**src/rtl/block_mac_2x2_if.sv**
```systemverilog
// Operand, start and result bundle shared by the matrix-multiply control unit and the 2x2 block MAC.
interface block_mac_2x2_if #(
    parameter int unsigned data_w = 32
);
    logic              start_mac;
    logic [data_w-1:0] a_11, a_12, a_21, a_22;
    logic [data_w-1:0] b_11, b_12, b_21, b_22;
    logic [data_w-1:0] c_11, c_12, c_21, c_22;
    logic              done_mac;
    logic              busy;

    modport master (
        output start_mac, a_11, a_12, a_21, a_22, b_11, b_12, b_21, b_22,
        input  c_11, c_12, c_21, c_22, done_mac, busy
    );

    modport slave (
        input  start_mac, a_11, a_12, a_21, a_22, b_11, b_12, b_21, b_22,
        output c_11, c_12, c_21, c_22, done_mac, busy
    );
endinterface

```
**src/rtl/block_mac_2x2.sv**
```systemverilog
// 2x2 block matrix product C = A x B using one time-shared multiplier over 8 steps.
// Operands are latched at start; results appear together with a one-cycle done pulse.
module block_mac_2x2 #(
    parameter int unsigned data_w = 32
) (
    input  logic            clk,
    input  logic            rst,
    block_mac_2x2_if.slave  bus
);

    typedef enum logic [1:0] {StIdle, StMul, StLast} state_e;

    // Packed block index: 0 = x11, 1 = x12, 2 = x21, 3 = x22.
    typedef logic [3:0][data_w-1:0] blk_t;

    state_e            state_q, state_d;
    logic [2:0]        step_q, step_d;
    blk_t              a_q, a_d, b_q, b_d;
    blk_t              sum_q, sum_d;
    blk_t              c_q, c_d;
    logic [data_w-1:0] prod_q, prod_d;
    logic              done_q, done_d;
    logic              busy_q, busy_d;

    logic [data_w-1:0] op_x, op_y;
    logic [2:0]        prev_step;

    // Step s multiplies a[row(s), k(s)] by b[k(s), col(s)] with row=s[2], col=s[1], k=s[0].
    assign op_x      = a_q[{step_q[2], step_q[0]}];
    assign op_y      = b_q[{step_q[0], step_q[1]}];
    assign prev_step = step_q - 3'd1;

    always_comb begin
        state_d = state_q;
        step_d  = step_q;
        a_d     = a_q;
        b_d     = b_q;
        sum_d   = sum_q;
        c_d     = c_q;
        prod_d  = prod_q;
        done_d  = 1'b0;
        busy_d  = busy_q;

        unique case (state_q)
            StIdle: begin
                if (bus.start_mac) begin
                    a_d     = {bus.a_22, bus.a_21, bus.a_12, bus.a_11};
                    b_d     = {bus.b_22, bus.b_21, bus.b_12, bus.b_11};
                    sum_d   = '0;
                    step_d  = 3'd0;
                    busy_d  = 1'b1;
                    state_d = StMul;
                end
            end
            StMul: begin
                prod_d = op_x * op_y;
                // The product registered on the previous step lands in its target sum now.
                if (step_q != 3'd0) begin
                    sum_d[prev_step[2:1]] = sum_q[prev_step[2:1]] + prod_q;
                end
                step_d = step_q + 3'd1;
                if (step_q == 3'd7) begin
                    state_d = StLast;
                end
            end
            StLast: begin
                sum_d[3] = sum_q[3] + prod_q;
                c_d      = sum_d;
                done_d   = 1'b1;
                busy_d   = 1'b0;
                step_d   = 3'd0;
                state_d  = StIdle;
            end
            default: begin
                state_d = StIdle;
            end
        endcase
    end

    always_ff @(posedge clk or negedge rst) begin
        if (!rst) begin
            state_q <= StIdle;
            step_q  <= 3'd0;
            a_q     <= '0;
            b_q     <= '0;
            sum_q   <= '0;
            c_q     <= '0;
            prod_q  <= '0;
            done_q  <= 1'b0;
            busy_q  <= 1'b0;
        end else begin
            state_q <= state_d;
            step_q  <= step_d;
            a_q     <= a_d;
            b_q     <= b_d;
            sum_q   <= sum_d;
            c_q     <= c_d;
            prod_q  <= prod_d;
            done_q  <= done_d;
            busy_q  <= busy_d;
        end
    end

    assign bus.c_11     = c_q[0];
    assign bus.c_12     = c_q[1];
    assign bus.c_21     = c_q[2];
    assign bus.c_22     = c_q[3];
    assign bus.done_mac = done_q;
    assign bus.busy     = busy_q;

endmodule

```
**src/flat_wrapper.sv**
```systemverilog
// flat-port wrapper written by rule: the top's interface ports become plain ports
module block_mac_2x2_flat 
#(
    parameter int unsigned data_w = 32
)
  (clk, rst, bus_start_mac, bus_a_11, bus_a_12, bus_a_21, bus_a_22, bus_b_11, bus_b_12, bus_b_21, bus_b_22, bus_c_11, bus_c_12, bus_c_21, bus_c_22, bus_done_mac, bus_busy);
  block_mac_2x2_if #(.data_w(data_w)) bus_i ();
  input  logic clk;
  input  logic rst;
  input wire logic [$bits(bus_i.start_mac)-1:0] bus_start_mac;
  input wire logic [$bits(bus_i.a_11)-1:0] bus_a_11;
  input wire logic [$bits(bus_i.a_12)-1:0] bus_a_12;
  input wire logic [$bits(bus_i.a_21)-1:0] bus_a_21;
  input wire logic [$bits(bus_i.a_22)-1:0] bus_a_22;
  input wire logic [$bits(bus_i.b_11)-1:0] bus_b_11;
  input wire logic [$bits(bus_i.b_12)-1:0] bus_b_12;
  input wire logic [$bits(bus_i.b_21)-1:0] bus_b_21;
  input wire logic [$bits(bus_i.b_22)-1:0] bus_b_22;
  output wire logic [$bits(bus_i.c_11)-1:0] bus_c_11;
  output wire logic [$bits(bus_i.c_12)-1:0] bus_c_12;
  output wire logic [$bits(bus_i.c_21)-1:0] bus_c_21;
  output wire logic [$bits(bus_i.c_22)-1:0] bus_c_22;
  output wire logic [$bits(bus_i.done_mac)-1:0] bus_done_mac;
  output wire logic [$bits(bus_i.busy)-1:0] bus_busy;
  assign bus_i.start_mac = bus_start_mac;
  assign bus_i.a_11 = bus_a_11;
  assign bus_i.a_12 = bus_a_12;
  assign bus_i.a_21 = bus_a_21;
  assign bus_i.a_22 = bus_a_22;
  assign bus_i.b_11 = bus_b_11;
  assign bus_i.b_12 = bus_b_12;
  assign bus_i.b_21 = bus_b_21;
  assign bus_i.b_22 = bus_b_22;
  assign bus_c_11 = bus_i.c_11;
  assign bus_c_12 = bus_i.c_12;
  assign bus_c_21 = bus_i.c_21;
  assign bus_c_22 = bus_i.c_22;
  assign bus_done_mac = bus_i.done_mac;
  assign bus_busy = bus_i.busy;
  block_mac_2x2 #(.data_w(data_w)) u_core (.clk(clk), .rst(rst), .bus(bus_i));
endmodule
```
**config.mk**
```make
export PLATFORM = sky130hd
export DESIGN_NAME = block_mac_2x2_flat
export DESIGN_NICKNAME = d
export VERILOG_FILES = /design/src/rtl/block_mac_2x2_if.sv /design/src/rtl/block_mac_2x2.sv /design/src/flat_wrapper.sv
export SDC_FILE = /design/constraint.sdc
export NUM_CORES = 2
export LEC_CHECK = 0
export BUFFER_PORTS_ARGS = -buffer_cell sky130_fd_sc_hd__clkbuf_2
export CAP_MARGIN = 10
export CORE_ASPECT_RATIO = 1.2
export CORE_MARGIN = 2
export CORE_UTILIZATION = 42
export CTS_CLUSTER_DIAMETER = 40
export DETAILED_ROUTE_END_ITERATION = 12
export PLACE_DENSITY_LB_ADDON = 0.25
export SETUP_SLACK_MARGIN = 0.1
export SKIP_CTS_REPAIR_TIMING = 1
export SKIP_LAST_GASP = 1
export SYNTH_ARGS = -nofsm -noshare
export SYNTH_HDL_FRONTEND = slang
export SYNTH_SLANG_ARGS = --single-unit
export TNS_END_PERCENT = 30
```
**constraint.sdc**
```tcl
create_clock -name clk -period 11.5 [get_ports clk]
set_input_delay 0.575 -clock clk [delete_from_list [all_inputs] [get_ports clk]]
set_output_delay 0.575 -clock clk [all_outputs]
set_load 0.01 [all_outputs]
```
; Word level (Yosys, flattened, before mapping)
; Cells that the tools add are included.
[word_totals]
ff_bits = 551
input_bits = 259
output_inout_bits = 130
[op_classes]
n_addsub = 4
mul = 1
order_cmp = 4
eq_ne = 6
n_mux = 21
n_reduce_logical = 12
[ops]
columns = op, count
row1 = $mux W128, 2
row2 = $bmux W32 S2, 3
row3 = $pmux W96 S2, 1
row4 = $bwmux W128, 1
row5 = $mux W32, 4
row6 = $pmux W32 S3, 1
row7 = $add A32 B32 Y32, 2
row8 = $demux W32 S2, 1
row9 = $mul A32 B32 Y32, 1
row10 = $lt A2 B3 Y1 const B, 3
row11 = $pmux W3 S3, 1
row12 = $reduce_and A2 Y1, 4
row13 = $reduce_and A3 Y1, 2
row14 = $reduce_bool A3 Y1, 2
row15 = $mux W2, 2
row16 = $ne A2 B1 Y1 const B, 2
row17 = $pmux W2 S2, 1
row18 = $reduce_bool A2 Y1, 2
row19 = $add A3 B1 Y3 const B, 1
row20 = $eq A3 B3 Y1 const B, 1
row21 = $mux W3, 1
row22 = $sub A3 B1 Y3 const B, 1
row23 = $eq A2 B1 Y1 const B, 1
row24 = $eq A2 B2 Y1 const B, 1
row25 = 6 further kinds, 7

; Logic depth before layout (Yosys ltp)
[depth]
depth_word = 8
depth_mapped = 34
mapped_depth_nobuf = 28

; Worst setup path before layout
; No wires, ideal clock.
[synth_path]
kind = register -> register
start = reg u_core.step_q[2]
end = reg u_core.prod_q[25]
setup_ns = 0.125
t_arrival_ns = 8.604
setup_slack_ns = 2.771
path_stages_with_launch = 29
n_path_buf = 5
cell_sequence = dfrtp_1 > buf_2 > buf_2 > buf_2 > buf_1 > clkbuf_1 > mux2_2 > o21ai_1 > nor2_1 > fa_1 > inv_1 > fa_1 > fa_1 > fa_1 > inv_1 > fa_1 > ha_1 > fa_1 > fa_1 > ha_1 > a2111oi_1 > nand2b_1 > a2111oi_0 > nor3_1 > a311oi_2 > o21ai_1 > a41oi_1 > xnor2_1 > mux2_2
[synth_via]
elab_chain_cells = 3
[synth_rtl]
columns = element, line_no
row1 = from (decl), block_mac_2x2.sv:17  ; logic [2:0] step_q, step_d;
row2 = from (signal assigned), block_mac_2x2.sv:93  ; step_q <= step_d;
row3 = $bmux W32 S2, block_mac_2x2.sv:29  ; assign op_x = a_q[{step_q[2], step_q[0]}];
row4 = $mux W32 (not written as such), block_mac_2x2.sv:29
row5 = $mul A32 B32 Y32, block_mac_2x2.sv:56  ; prod_d = op_x * op_y;
row6 = to (signal assigned), block_mac_2x2.sv:98  ; prod_q <= prod_d;
row7 = to (decl), block_mac_2x2.sv:21  ; logic [data_w-1:0] prod_q, prod_d;
; Every way passes these cells. The select of a mux whose other input is x is not followed.
; A chain may end at the register's enable or synchronous reset.

; Worst setup path in the final report
; Ends and elaborated chain as after synthesis.

==> reports/results.ini <==
[outcome]
status=completed

[synthesis]
ys_seq_area_share_pct=32.7
synthFlopType=dfrtp_1
synth_cell_types=69
synth_cells=3771
syn-cell-area_um2=42200
synth-seq-cells=551
syn_nets=4633
synth_warnings=0
synthArstFlopShare_pct=100
syn_area_per_cell_um2=11.2
synth_edf_count=0

[sta]
relSlewSlack_pct=18.2
hold_violations=0
max_freq_ghz=0.108
slew_violations=0
timing.final.crit_share_pct=80.8
post-route-min-period_ps=9300
fin_hold_ws_ps=140
tightestPinTransition_ps=1220
finalSetupViolCount=0
fin_worst_skew_ps=39.2
finalSetupTns_ps=0
rsz0062_at_grt=false

[placement]
port_buffers=388
dp.cells=5327
place_area_um2=45500
dp_hpwl_um=94900
gp_congestion=0.960

[final_layout]
drive_gt1_share_pct=27.4
fill_cells=9197
stdcell_count=5481
nets=4984
design_area_um2=48400
areaGrowthSynthToFinish_pct=14.7

[drt]
drc=0
vias=29834
vias_per_cell=5.44
wl_per_cell_um=22.3
first_pass_iters=6
first_iter_violations=1843
drt_wl_total_um=122000
postRouteAntennaNets=0

[setup_path]
worstPathCellList=mux2_2, o21ai_1, nor2_1, fa_1, inv_1, fa_1, fa_1, fa_1, inv_1, fa_1, ha_1, fa_1, fa_1, ha_1, a2111oi_1, nand2b_1, a2111oi_0, nor3_1, a311oi_2, o21ai_1, a41oi_1, xnor2_1, mux2_2
crit_buf_inv=2
start_kind=flop
crit_arrival_ps=9830
end_kind=flop
critPathKind=reg -> reg
crit_slowest_cell=dfrtp_4
crit_family=adder cells
max_stage_delay_ps=960
crit_fanout=53
cp_common_cell=fa_1
required_ps=12040

[floorplan]
start_util_pct=42.3
core.rowCount=127
io_pins=389
core-area_um2=99800
dieHeight_um=351
dieArea_um2=103000
die_x_um=293

[clock_tree]
clk_latency_ps=670
clock_sinks=551
cts_tree=yes
cts_max_level=3
path_clk_slew_ps=60
numCtsBuffers=82
max-clock-path-buffers=3
cts-root-buf=clkbuf_16

[job]
cap_violations=0

[global_routing]
track_usage_pct=24.0
grt_max_degree=164
gr-total-overflow=0
grt_pass1_wl_um=189000
grt_pass1_vias=31400
antenna_found_initial=3

[min_path]
min_path_type=in -> reg

final timing paths:
path,startpoint,to,slack (ps),depth (start not counted)
setup reg to reg,u_core.step_q[2],u_core.prod_q[25],2200,23
hold reg to reg,u_core.b_q[60],u_core.b_q[60],500,1
max in group asynchronous,rst,u_core.b_q[22],8750,4
hold / removal,bus_a_22[21],u_core.a_q[117],140,2
setup / recovery,u_core.step_q[2],u_core.prod_q[25],2200,23
min in group asynchronous,rst,u_core.bus.c_12[15],480,2
cells in the final DEF (no fill, tap or decap), types with 7 or more instances in the layout:
cell | netlist | final
dfrtp_1 | 551 | 548
nand3_1 | 23 | 23
o21bai_1 | 13 | 13
ha_1 | 193 | 190
nor2_1 | 272 | 270
inv_1 | 432 | 432
a21o_1 | 51 | 51
nor3_1 | 11 | 9
buf_4 | 5 | 54
clkbuf_16 | 0 | 82
and3_1 | 13 | 13
mux2i_1 | 48 | 48
mux4_2 | 91 | 91
clkbuf_2 | 0 | 387
nand2b_1 | 15 | 14
o21ai_0 | 112 | 103
o211ai_1 | 8 | 8
a31oi_1 | 10 | 10
nor2b_1 | 7 | 7
xor2_1 | 36 | 35
o21a_1 | 14 | 14
inv_6 | 0 | 16
nand2_1 | 380 | 379
xnor2_1 | 111 | 111
a22o_1 | 86 | 86
inv_8 | 0 | 13
o21ai_1 | 18 | 27
and2_1 | 74 | 74
a21oi_1 | 87 | 87
fa_1 | 410 | 410
clkbuf_8 | 0 | 7
mux2_2 | 431 | 431
registers in the layout, summed over array words and instances, names as in the netlist:
| signal | cells |
|---|---|
| u_core.sum_q | 128 |
| u_core.b_q | 128 |
| u_core.bus.done_mac | 1 |
| u_core.a_q | 128 |
| u_core.bus.busy | 1 |
| u_core.bus.c_21 | 32 |
| u_core.prod_q | 32 |
| u_core.state_q | 2 |
| u_core.bus.c_12 | 32 |
| u_core.bus.c_22 | 32 |
| u_core.step_q | 3 |
| u_core.bus.c_11 | 32 |
synth_stat cells, types with 14 or more instances:
cell type | n | area, µm²
a21oi_1 | 87 | 435
ha_1 | 193 | 2410
mux2i_1 | 48 | 480
o21ai_1 | 18 | 90.1
and2_1 | 74 | 463
o21ai_0 | 112 | 561
nor2_1 | 272 | 1020
inv_1 | 432 | 1620
dfrtp_1 | 551 | 13800
clkbuf_1 | 141 | 529
a21o_1 | 51 | 383
o21a_1 | 14 | 105
mux4_2 | 91 | 2050
xor2_1 | 36 | 315
fa_1 | 410 | 8210
a22o_1 | 86 | 753
mux2_2 | 431 | 4850
xnor2_1 | 111 | 972
nand3_1 | 23 | 115
nand2_1 | 380 | 1430
nand2b_1 | 15 | 93.8
stage by stage:
stage               utilization [%]  setup WS [ps]
floorplan                         -           2770
global placement               45.6           2390
detailed placement             45.6           2290
CTS                            48.5           2280
global route                   48.5           1690
finish                         48.5           2200
metal layers:
layer / share of wire, % / wire [µm] / global-route usage [%]
met1: 41 / 49600 / 30.1
met2: 49 / 59900 / 41.1
met3: 6.2 / 7520 / 4.18
met4: 4.1 / 5060 / 9.91
met5: 0.020 / 24 / 0
worst register-to-register path: cells and delay by family (launching register included):
family / cells / cell delay (ps)
adders and majority gates: 9 / 4130
AOI/OAI and AO/OA: 6 / 2630
DFF: 1 / 960
muxes: 2 / 760
and+or+nand+nor: 3 / 490
buffers and inverters: 2 / 100
xor gates and xnor gates: 1 / 90
final cells by class:
type	count	area, µm²	share of cell area (%)
Antenna cell	1	2.50	0.00517
Clock buffer	93	2160	4.47
Clock inverter	59	743	1.53
Inverter	432	1620	3.35
Multi-Input combinational cell	2611	26100	53.9
Sequential cell	551	13800	28.5
Tap cell	1290	1610	3.33
Timing Repair Buffer	444	2390	4.93
cells by family (layout without fill, tap and decap cells):
group | count (synthesis) | count (layout) | share of synthesized area (%)
and+or+nand+nor | 825 | 825 | 8.28
muxes | 575 | 575 | 17.8
xor gates and xnor gates | 147 | 147 | 3.05
adders and majority gates | 603 | 603 | 25.2
DFF | 551 | 551 | 32.7
other | 0 | 1 | 0
AOI/OAI and AO/OA | 461 | 461 | 7.37
buffers and inverters | 609 | 1028 | 5.70
Power is not shown: default switching activity piles up to over one toggle a cycle in this logic, so the estimate is an artifact.
